==> src/rtl/spectrum_bar_mapper_if.sv <==
// Stream interface carrying post-FFT beats into the bar mapper.
//   s_tvalid    : beat valid (no backpressure, every valid beat is consumed)
//   s_tlast     : last beat of a frame
//   s_tdata     : {im, re}, each DATA_WIDTH-bit signed
//   s_tuser_idx : FFT bin index of the beat
interface spectrum_bar_mapper_if #(
   parameter int DATA_WIDTH = 16,
   parameter int IW         = 10
);
   logic                    s_tvalid;
   logic                    s_tlast;
   logic [2*DATA_WIDTH-1:0] s_tdata;
   logic [IW-1:0]           s_tuser_idx;

   modport master (output s_tvalid, s_tlast, s_tdata, s_tuser_idx);
   modport slave  (input  s_tvalid, s_tlast, s_tdata, s_tuser_idx);
endinterface

==> src/rtl/spectrum_bar_mapper.sv <==
// Streaming post-FFT bar mapper: |X|^2 -> log2 height -> max-reduce bins into
// bars, commits whole frames into a display buffer with fall-off decay and a
// peak-hold track.
//   clk_50mhz, reset_n : clock, async active-low reset
//   s_axis             : beat stream (slave side)
//   rd_addr            : display read address
//   rd_height/rd_peak  : committed height/peak at rd_addr, 1-cycle latency
//   frame_done         : pulse per committed frame
//   frame_err          : pulse per aborted (out-of-order) frame
module spectrum_bar_mapper #(
   parameter int FFT_POINTS        = 1024,
   parameter int DATA_WIDTH        = 16,
   parameter int NUM_BARS          = 32,
   parameter int BIN_OFFSET        = 512,
   parameter int BINS_PER_BAR      = 16,
   parameter int HEIGHT_LEVELS     = 16,
   parameter int LOG_FLOOR         = 16,
   parameter int DECAY_FRAMES      = 2,
   parameter int PEAK_DECAY_FRAMES = 16,
   parameter bit REVERSE_BARS      = 1'b1,
   localparam int IW = $clog2(FFT_POINTS),
   localparam int BW = $clog2(NUM_BARS),
   localparam int HW = $clog2(HEIGHT_LEVELS + 1)
) (
   input  logic                           clk_50mhz,
   input  logic                           reset_n,
   spectrum_bar_mapper_if.slave           s_axis,
   input  logic [BW-1:0]                  rd_addr,
   output logic [HW-1:0]                  rd_height,
   output logic [HW-1:0]                  rd_peak,
   output logic                           frame_done,
   output logic                           frame_err
);
   localparam int STAGES = 3;
   localparam int PW  = 2 * DATA_WIDTH;
   localparam int MW  = 2 * DATA_WIDTH + 1;
   localparam int DCW = (DECAY_FRAMES > 1) ? $clog2(DECAY_FRAMES) : 1;
   localparam int PCW = (PEAK_DECAY_FRAMES > 1) ? $clog2(PEAK_DECAY_FRAMES) : 1;

   // pipeline: [0] is the live input, [k] is the output of stage k
   logic [STAGES:0]         vld_pipe, last_pipe;
   logic [IW-1:0]           idx1, idx2, idx3;
   logic signed [PW-1:0]    sq_re, sq_im;
   logic [MW-1:0]           mag2;
   logic [HW-1:0]           h3;
   logic [BW-1:0]           addr3;
   logic                    inr3;

   logic signed [DATA_WIDTH-1:0] re0, im0;
   assign re0 = s_axis.s_tdata[DATA_WIDTH-1:0];
   assign im0 = s_axis.s_tdata[2*DATA_WIDTH-1:DATA_WIDTH];
   assign vld_pipe[0]  = s_axis.s_tvalid;
   assign last_pipe[0] = s_axis.s_tlast;

   // frame state
   logic [NUM_BARS-1:0][HW-1:0] work, work_upd, disp, disp_nxt, peak, peak_nxt;
   logic [DCW-1:0]          dec_cnt;
   logic [PCW-1:0]          pk_cnt;
   logic [IW-1:0]           prev_idx;
   logic                    have_prev, aborted;

   // S3 height: position of the leading one, offset by the log floor, clamped
   int            msb, lvl, off, bar;
   logic [HW-1:0] h_calc;
   logic [BW-1:0] addr_calc;
   logic          inr_calc;
   always_comb begin
      msb = 0;
      for (int i = 0; i < MW; i++)
         if (mag2[i]) msb = i;
      lvl    = msb + 1 - LOG_FLOOR;
      h_calc = '0;
      if (mag2 != '0) begin
         if (lvl >= HEIGHT_LEVELS) h_calc = HW'(HEIGHT_LEVELS);
         else if (lvl > 0)         h_calc = HW'(lvl);
      end
      off       = int'(idx2) - BIN_OFFSET;
      inr_calc  = (off >= 0) && (off < NUM_BARS * BINS_PER_BAR);
      bar       = off / BINS_PER_BAR;
      addr_calc = REVERSE_BARS ? BW'(NUM_BARS - 1 - bar) : BW'(bar);
   end

   // the offending beat itself is already dropped, not just its successors
   logic bad, ab_now;
   assign bad    = vld_pipe[3] && have_prev && (idx3 <= prev_idx);
   assign ab_now = aborted || bad;

   always_comb begin
      work_upd = work;
      if (vld_pipe[3] && !ab_now && inr3 && (h3 > work[addr3]))
         work_upd[addr3] = h3;
   end

   // per-bar commit: decayed display vs. frame max, then peak hold
   for (genvar b = 0; b < NUM_BARS; b++) begin : g_bar
      logic [HW-1:0] dh, pk, nd;
      assign dh = (dec_cnt == '0 && disp[b] != '0) ? disp[b] - 1'b1 : disp[b];
      assign pk = (pk_cnt == '0 && peak[b] != '0) ? peak[b] - 1'b1 : peak[b];
      assign nd = (work_upd[b] > dh) ? work_upd[b] : dh;
      assign disp_nxt[b] = nd;
      assign peak_nxt[b] = (nd > pk) ? nd : pk;
   end

   always_ff @(posedge clk_50mhz or negedge reset_n) begin
      if (!reset_n) begin
         vld_pipe[STAGES:1]  <= '0;
         last_pipe[STAGES:1] <= '0;
         idx1 <= '0; idx2 <= '0; idx3 <= '0;
         sq_re <= '0; sq_im <= '0; mag2 <= '0;
         h3 <= '0; addr3 <= '0; inr3 <= 1'b0;
         work <= '0; disp <= '0; peak <= '0;
         dec_cnt <= '0; pk_cnt <= '0;
         prev_idx <= '0; have_prev <= 1'b0; aborted <= 1'b0;
         rd_height <= '0; rd_peak <= '0;
         frame_done <= 1'b0; frame_err <= 1'b0;
      end else begin
         vld_pipe[STAGES:1]  <= vld_pipe[STAGES-1:0];
         last_pipe[STAGES:1] <= last_pipe[STAGES-1:0];
         idx1  <= s_axis.s_tuser_idx;
         idx2  <= idx1;
         idx3  <= idx2;
         sq_re <= re0 * re0;
         sq_im <= im0 * im0;
         // squares are non-negative, so the unsigned view is exact
         mag2  <= MW'($unsigned(sq_re)) + MW'($unsigned(sq_im));
         h3    <= h_calc;
         addr3 <= addr_calc;
         inr3  <= inr_calc;

         frame_done <= 1'b0;
         frame_err  <= 1'b0;
         if (vld_pipe[3]) begin
            if (last_pipe[3]) begin
               work      <= '0;
               aborted   <= 1'b0;
               have_prev <= 1'b0;
               if (ab_now) begin
                  frame_err <= 1'b1;
               end else begin
                  disp       <= disp_nxt;
                  peak       <= peak_nxt;
                  frame_done <= 1'b1;
                  dec_cnt <= (dec_cnt == DCW'(DECAY_FRAMES - 1)) ? '0 : dec_cnt + 1'b1;
                  pk_cnt  <= (pk_cnt == PCW'(PEAK_DECAY_FRAMES - 1)) ? '0 : pk_cnt + 1'b1;
               end
            end else if (ab_now) begin
               aborted <= 1'b1;
            end else begin
               work      <= work_upd;
               prev_idx  <= idx3;
               have_prev <= 1'b1;
            end
         end

         rd_height <= disp[rd_addr];
         rd_peak   <= peak[rd_addr];
      end
   end
endmodule

==> src/flat_wrapper.sv <==
// flat-port wrapper written by rule: the top's interface ports become plain ports
module spectrum_bar_mapper_flat 
#(
   parameter int FFT_POINTS        = 1024,
   parameter int DATA_WIDTH        = 16,
   parameter int NUM_BARS          = 32,
   parameter int BIN_OFFSET        = 512,
   parameter int BINS_PER_BAR      = 16,
   parameter int HEIGHT_LEVELS     = 16,
   parameter int LOG_FLOOR         = 16,
   parameter int DECAY_FRAMES      = 2,
   parameter int PEAK_DECAY_FRAMES = 16,
   parameter bit REVERSE_BARS      = 1'b1,
   localparam int IW = $clog2(FFT_POINTS),
   localparam int BW = $clog2(NUM_BARS),
   localparam int HW = $clog2(HEIGHT_LEVELS + 1)
)
  (clk_50mhz, reset_n, rd_addr, rd_height, rd_peak, frame_done, frame_err, s_axis_s_tvalid, s_axis_s_tlast, s_axis_s_tdata, s_axis_s_tuser_idx);
  spectrum_bar_mapper_if #(.DATA_WIDTH(DATA_WIDTH), .IW(10)) s_axis_i ();
  input  logic clk_50mhz;
  input  logic reset_n;
  input  logic [BW-1:0] rd_addr;
  output logic [HW-1:0] rd_height;
  output logic [HW-1:0] rd_peak;
  output logic frame_done;
  output logic frame_err;
  input wire logic [$bits(s_axis_i.s_tvalid)-1:0] s_axis_s_tvalid;
  input wire logic [$bits(s_axis_i.s_tlast)-1:0] s_axis_s_tlast;
  input wire logic [$bits(s_axis_i.s_tdata)-1:0] s_axis_s_tdata;
  input wire logic [$bits(s_axis_i.s_tuser_idx)-1:0] s_axis_s_tuser_idx;
  assign s_axis_i.s_tvalid = s_axis_s_tvalid;
  assign s_axis_i.s_tlast = s_axis_s_tlast;
  assign s_axis_i.s_tdata = s_axis_s_tdata;
  assign s_axis_i.s_tuser_idx = s_axis_s_tuser_idx;
  spectrum_bar_mapper #(.FFT_POINTS(FFT_POINTS), .DATA_WIDTH(DATA_WIDTH), .NUM_BARS(NUM_BARS), .BIN_OFFSET(BIN_OFFSET), .BINS_PER_BAR(BINS_PER_BAR), .HEIGHT_LEVELS(HEIGHT_LEVELS), .LOG_FLOOR(LOG_FLOOR), .DECAY_FRAMES(DECAY_FRAMES), .PEAK_DECAY_FRAMES(PEAK_DECAY_FRAMES), .REVERSE_BARS(REVERSE_BARS)) u_core (.clk_50mhz(clk_50mhz), .reset_n(reset_n), .s_axis(s_axis_i), .rd_addr(rd_addr), .rd_height(rd_height), .rd_peak(rd_peak), .frame_done(frame_done), .frame_err(frame_err));
endmodule
==> config.mk <==
export PLATFORM = sky130hd
export DESIGN_NAME = spectrum_bar_mapper_flat
export DESIGN_NICKNAME = d
export VERILOG_FILES = /design/src/rtl/spectrum_bar_mapper_if.sv /design/src/rtl/spectrum_bar_mapper.sv /design/src/flat_wrapper.sv
export SDC_FILE = /design/constraint.sdc
export NUM_CORES = 2
export LEC_CHECK = 0
export ABC_AREA = 1
export BUFFER_PORTS_ARGS = -buffer_cell sky130_fd_sc_hd__buf_2
export CAP_MARGIN = 25
export CELL_PAD_IN_SITES_DETAIL_PLACEMENT = 1
export CELL_PAD_IN_SITES_GLOBAL_PLACEMENT = 1
export CORE_MARGIN = 4
export CORE_UTILIZATION = 50
export CTS_CLUSTER_SIZE = 28
export DETAILED_ROUTE_END_ITERATION = 6
export GPL_ROUTABILITY_DRIVEN = 0
export PLACE_DENSITY_LB_ADDON = 0.1
export SETUP_SLACK_MARGIN = 0.3
export SKIP_LAST_GASP = 1
export SYNTH_ARGS = -nofsm -noshare
export SYNTH_HDL_FRONTEND = slang
export SYNTH_SLANG_ARGS = --single-unit
==> constraint.sdc <==
create_clock -name clk_50mhz -period 6.64 [get_ports clk_50mhz]
set_clock_uncertainty 0.2 [all_clocks]
set_input_delay 0.664 -clock clk_50mhz [delete_from_list [all_inputs] [get_ports clk_50mhz]]
set_output_delay 0.664 -clock clk_50mhz [all_outputs]
set_load 0.05 [all_outputs]
==> flow_summary.json <==
{
  "outcome": "finished clean",
  "r2r-end": "u_core.peak[102]",
  "finalMaxSlewViolations": 0,
  "final_layout_size_suffix_gt1_share_pct": 12.4,
  "timing_worst_setup_path_type": "reg -> reg",
  "num_vias": 58809,
  "min_period_ps": 6590,
  "die_area_um2": 134000,
  "syn_to_final_growth_pct": 15.5,
  "drc": 0,
  "synth.distinct_cells": 42,
  "dp_cells": 10281,
  "relSlewSlack_pct": 27.5,
  "cp.arrival_ps": 6880,
  "synth_area_um2": 64000,
  "final_common_cell": "inv_1",
  "cts.sinks": 651,
  "fin_cells": 10479,
  "setup_tns_ps": 0,
  "numPortBuffers": 62,
  "grtUsageTotal_pct": 32.1,
  "async_flop_share_pct": 100,
  "cpPeakStageDelay_ps": 390,
  "crit_path_max_fanout": 8,
  "reg2reg_from": "u_core.addr3[1]",
  "min_period_over_period_pct": 99.2,
  "worstSkewPairLatency_ps": 700,
  "path_clk_slew_ps": 60,
  "hold_end": "u_core.idx2[1]",
  "ys_seq_area_share_pct": 25.4,
  "post-dp-hpwl_mm": 167,
  "tightestPinTransition_ps": 1080,
  "die_x_um": 366,
  "worst_setup_path_start_kind": "flop",
  "finalInstanceArea_um2": 73900,
  "synth_edf_count": 0,
  "ys.flop_type": "dfrtp_1",
  "drtPass1Iterations": 5,
  "holdCritStartpoint": "u_core.idx1[1]",
  "cts.root.buffer_cell": "clkbuf_16",
  "antenna_found_initial": 5,
  "pin_count": 63,
  "drv_cap": 0,
  "r2r_slack_ps": 50,
  "start_util_pct": 50.3,
  "fmax_ghz": 0.152,
  "core-area_um2": 127000,
  "rsz0062_at_grt": "true",
  "hp-class": "reg -> reg",
  "grt_max_degree": 154,
  "syn_nets": 9407,
  "ctsHtreeMaxLevel": 3,
  "layout_common_cells": "1,736 x inv_1, 1,311 x nand2_1, 818 x o21ai_0, 651 x dfrtp_1, 598 x ha_1",
  "grt_pass1_wl_mm": 347,
  "cts_buffer_depth": 3,
  "ant_nets": 0,
  "hold_depth": 0,
  "vias_per_cell": 5.61,
  "reg2reg_depth": 37,
  "wl_mm": 217,
  "cts_buffers": 80,
  "wl_per_cell_um": 20.7,
  "grt_pass1_vias": 64267,
  "syn_inst": 8273,
  "die_h_um": 366,
  "setup_viol": 0,
  "hold_viol_final": 0,
  "drt-initial-drc-count": 3516,
  "final_nets": 9884,
  "yosys_register_bits": 651,
  "avgSynthCellArea_um2": 7.74,
  "grt_overflow": 0,
  "end_kind": "flop",
  "n_fill_cell": 15778,
  "dpl_cell_area_um2": 69900,
  "tritoncts": "yes",
  "rows": 131,
  "cp_slowest_cell": "dfrtp_1",
  "ys.warnings.count": 0,
  "critical_path_required_ps": 6940
}
==> state kept, by name, summed over array words and instances (netlist names), 3 cells and up <==
signal,count
u_core.sq_im,31
u_core.addr3,5
u_core.sq_re,31
u_core.idx1,10
u_core.vld_pipe,3
u_core.work,160
u_core.idx2,10
u_core.pk_cnt,4
u_core.mag2,33
u_core.rd_height,5
u_core.prev_idx,10
u_core.last_pipe,3
u_core.idx3,10
u_core.rd_peak,5
u_core.peak,160
u_core.disp,160
u_core.h3,5
==> routing by layer <==
metal  global-route usage (%)  wire length (um)
met1                     39.3             89700
met3                     3.33              8130
met2                     56.8            108000
met5                        0                14
met4                     15.3             11200
==> what timing repair did <==
item                                    4_1_cts  5_1_grt
hold buffers                                 13        0
setup buffers                                 7       17
gates resized for setup                     167      135
gates cloned                                  7        5
pin swaps                                    16       23
endpoints found under the setup margin      159      168
hold endpoints to repair                    103        0
==> cells by family after synthesis <==
logic type | share of synthesized area, %
AOI/OAI and AO/OA | 18.9
buffers and inverters | 12.2
and+or+nand+nor | 13.0
adders and majority gates | 26.8
DFF | 25.4
xor gates and xnor gates | 3.65
==> stage by stage <==
| step | setup WS (ps) | hold WS [ps] | utilization (%) |
|---|---|---|---|
| 4_1_cts | 224 | 150 | 57.6 |
| 6_report | 50.2 | 149 | 58.0 |
| 3_5_place_dp | -353 | 136 | 54.9 |
| 2_1_floorplan | 250 | 131 | - |
| 5_1_grt | -308 | 161 | 58.0 |
| 3_3_place_gp | -231 | 133 | 54.9 |
==> area by class of cell <==
cell class,count,area [um2],share of cell area (%)
inverters,1810,6840,9.25
well taps,1662,2080,2.81
flip-flops and latches,651,16300,22.0
clock inverters,39,544,0.736
clock buffers,107,2290,3.10
repair buffers,662,5180,7.00
diodes,3,7.51,0.0102
multi-input cells,5536,40600,55.0
repair inverters,9,62.6,0.0846
==> cell usage after synthesis, drive strengths merged, types with 4 or more instances <==
cell type | count | area [um2]
buf | 16 | 60.1
a32oi | 65 | 569
o21a | 184 | 1380
nand4 | 26 | 163
xnor2 | 50 | 438
nor3 | 85 | 440
xor2 | 217 | 1900
a211oi | 4 | 30.0
ha | 604 | 7560
a21oi | 561 | 2890
a31oi | 17 | 106
o21ai | 984 | 4920
nor4 | 17 | 119
inv | 1802 | 6760
nor2 | 338 | 1290
a21o | 5 | 37.5
clkbuf | 260 | 976
clkinv | 8 | 30.0
a2bb2oi | 8 | 70.1
dfrtp | 651 | 16300
nand3 | 165 | 831
nand2 | 1330 | 4990
o21bai | 24 | 180
fa | 479 | 9590
o211ai | 14 | 105
or2 | 79 | 494
o22ai | 270 | 1690
==> worst max-delay path by stage <==
stage                     cells past startpoint  slack [ps]         startpoint               end
after floorplan                              29         250  s_axis_s_tdata[3]  u_core.sq_re[30]
after global placement                       26        -230  s_axis_s_tdata[1]  u_core.sq_re[30]
after detailed placement                     27        -350  s_axis_s_tdata[1]  u_core.sq_re[30]
after CTS                                    40         220    u_core.addr3[1]  u_core.peak[157]
after global routing                         38        -310    u_core.addr3[1]  u_core.peak[156]
final                                        37          50    u_core.addr3[1]  u_core.peak[102]
==> worst max-delay path: cells and delay by family, from the launching register on <==
family	cells	cell delay [ps]
DFF	1	390
adders and majority gates	3	840
buffers and inverters	11	1330
and+or+nand+nor	13	1710
AOI/OAI and AO/OA	10	1910
Power is not shown: default switching activity piles up to over one toggle a cycle in this logic, so the estimate is an artifact.
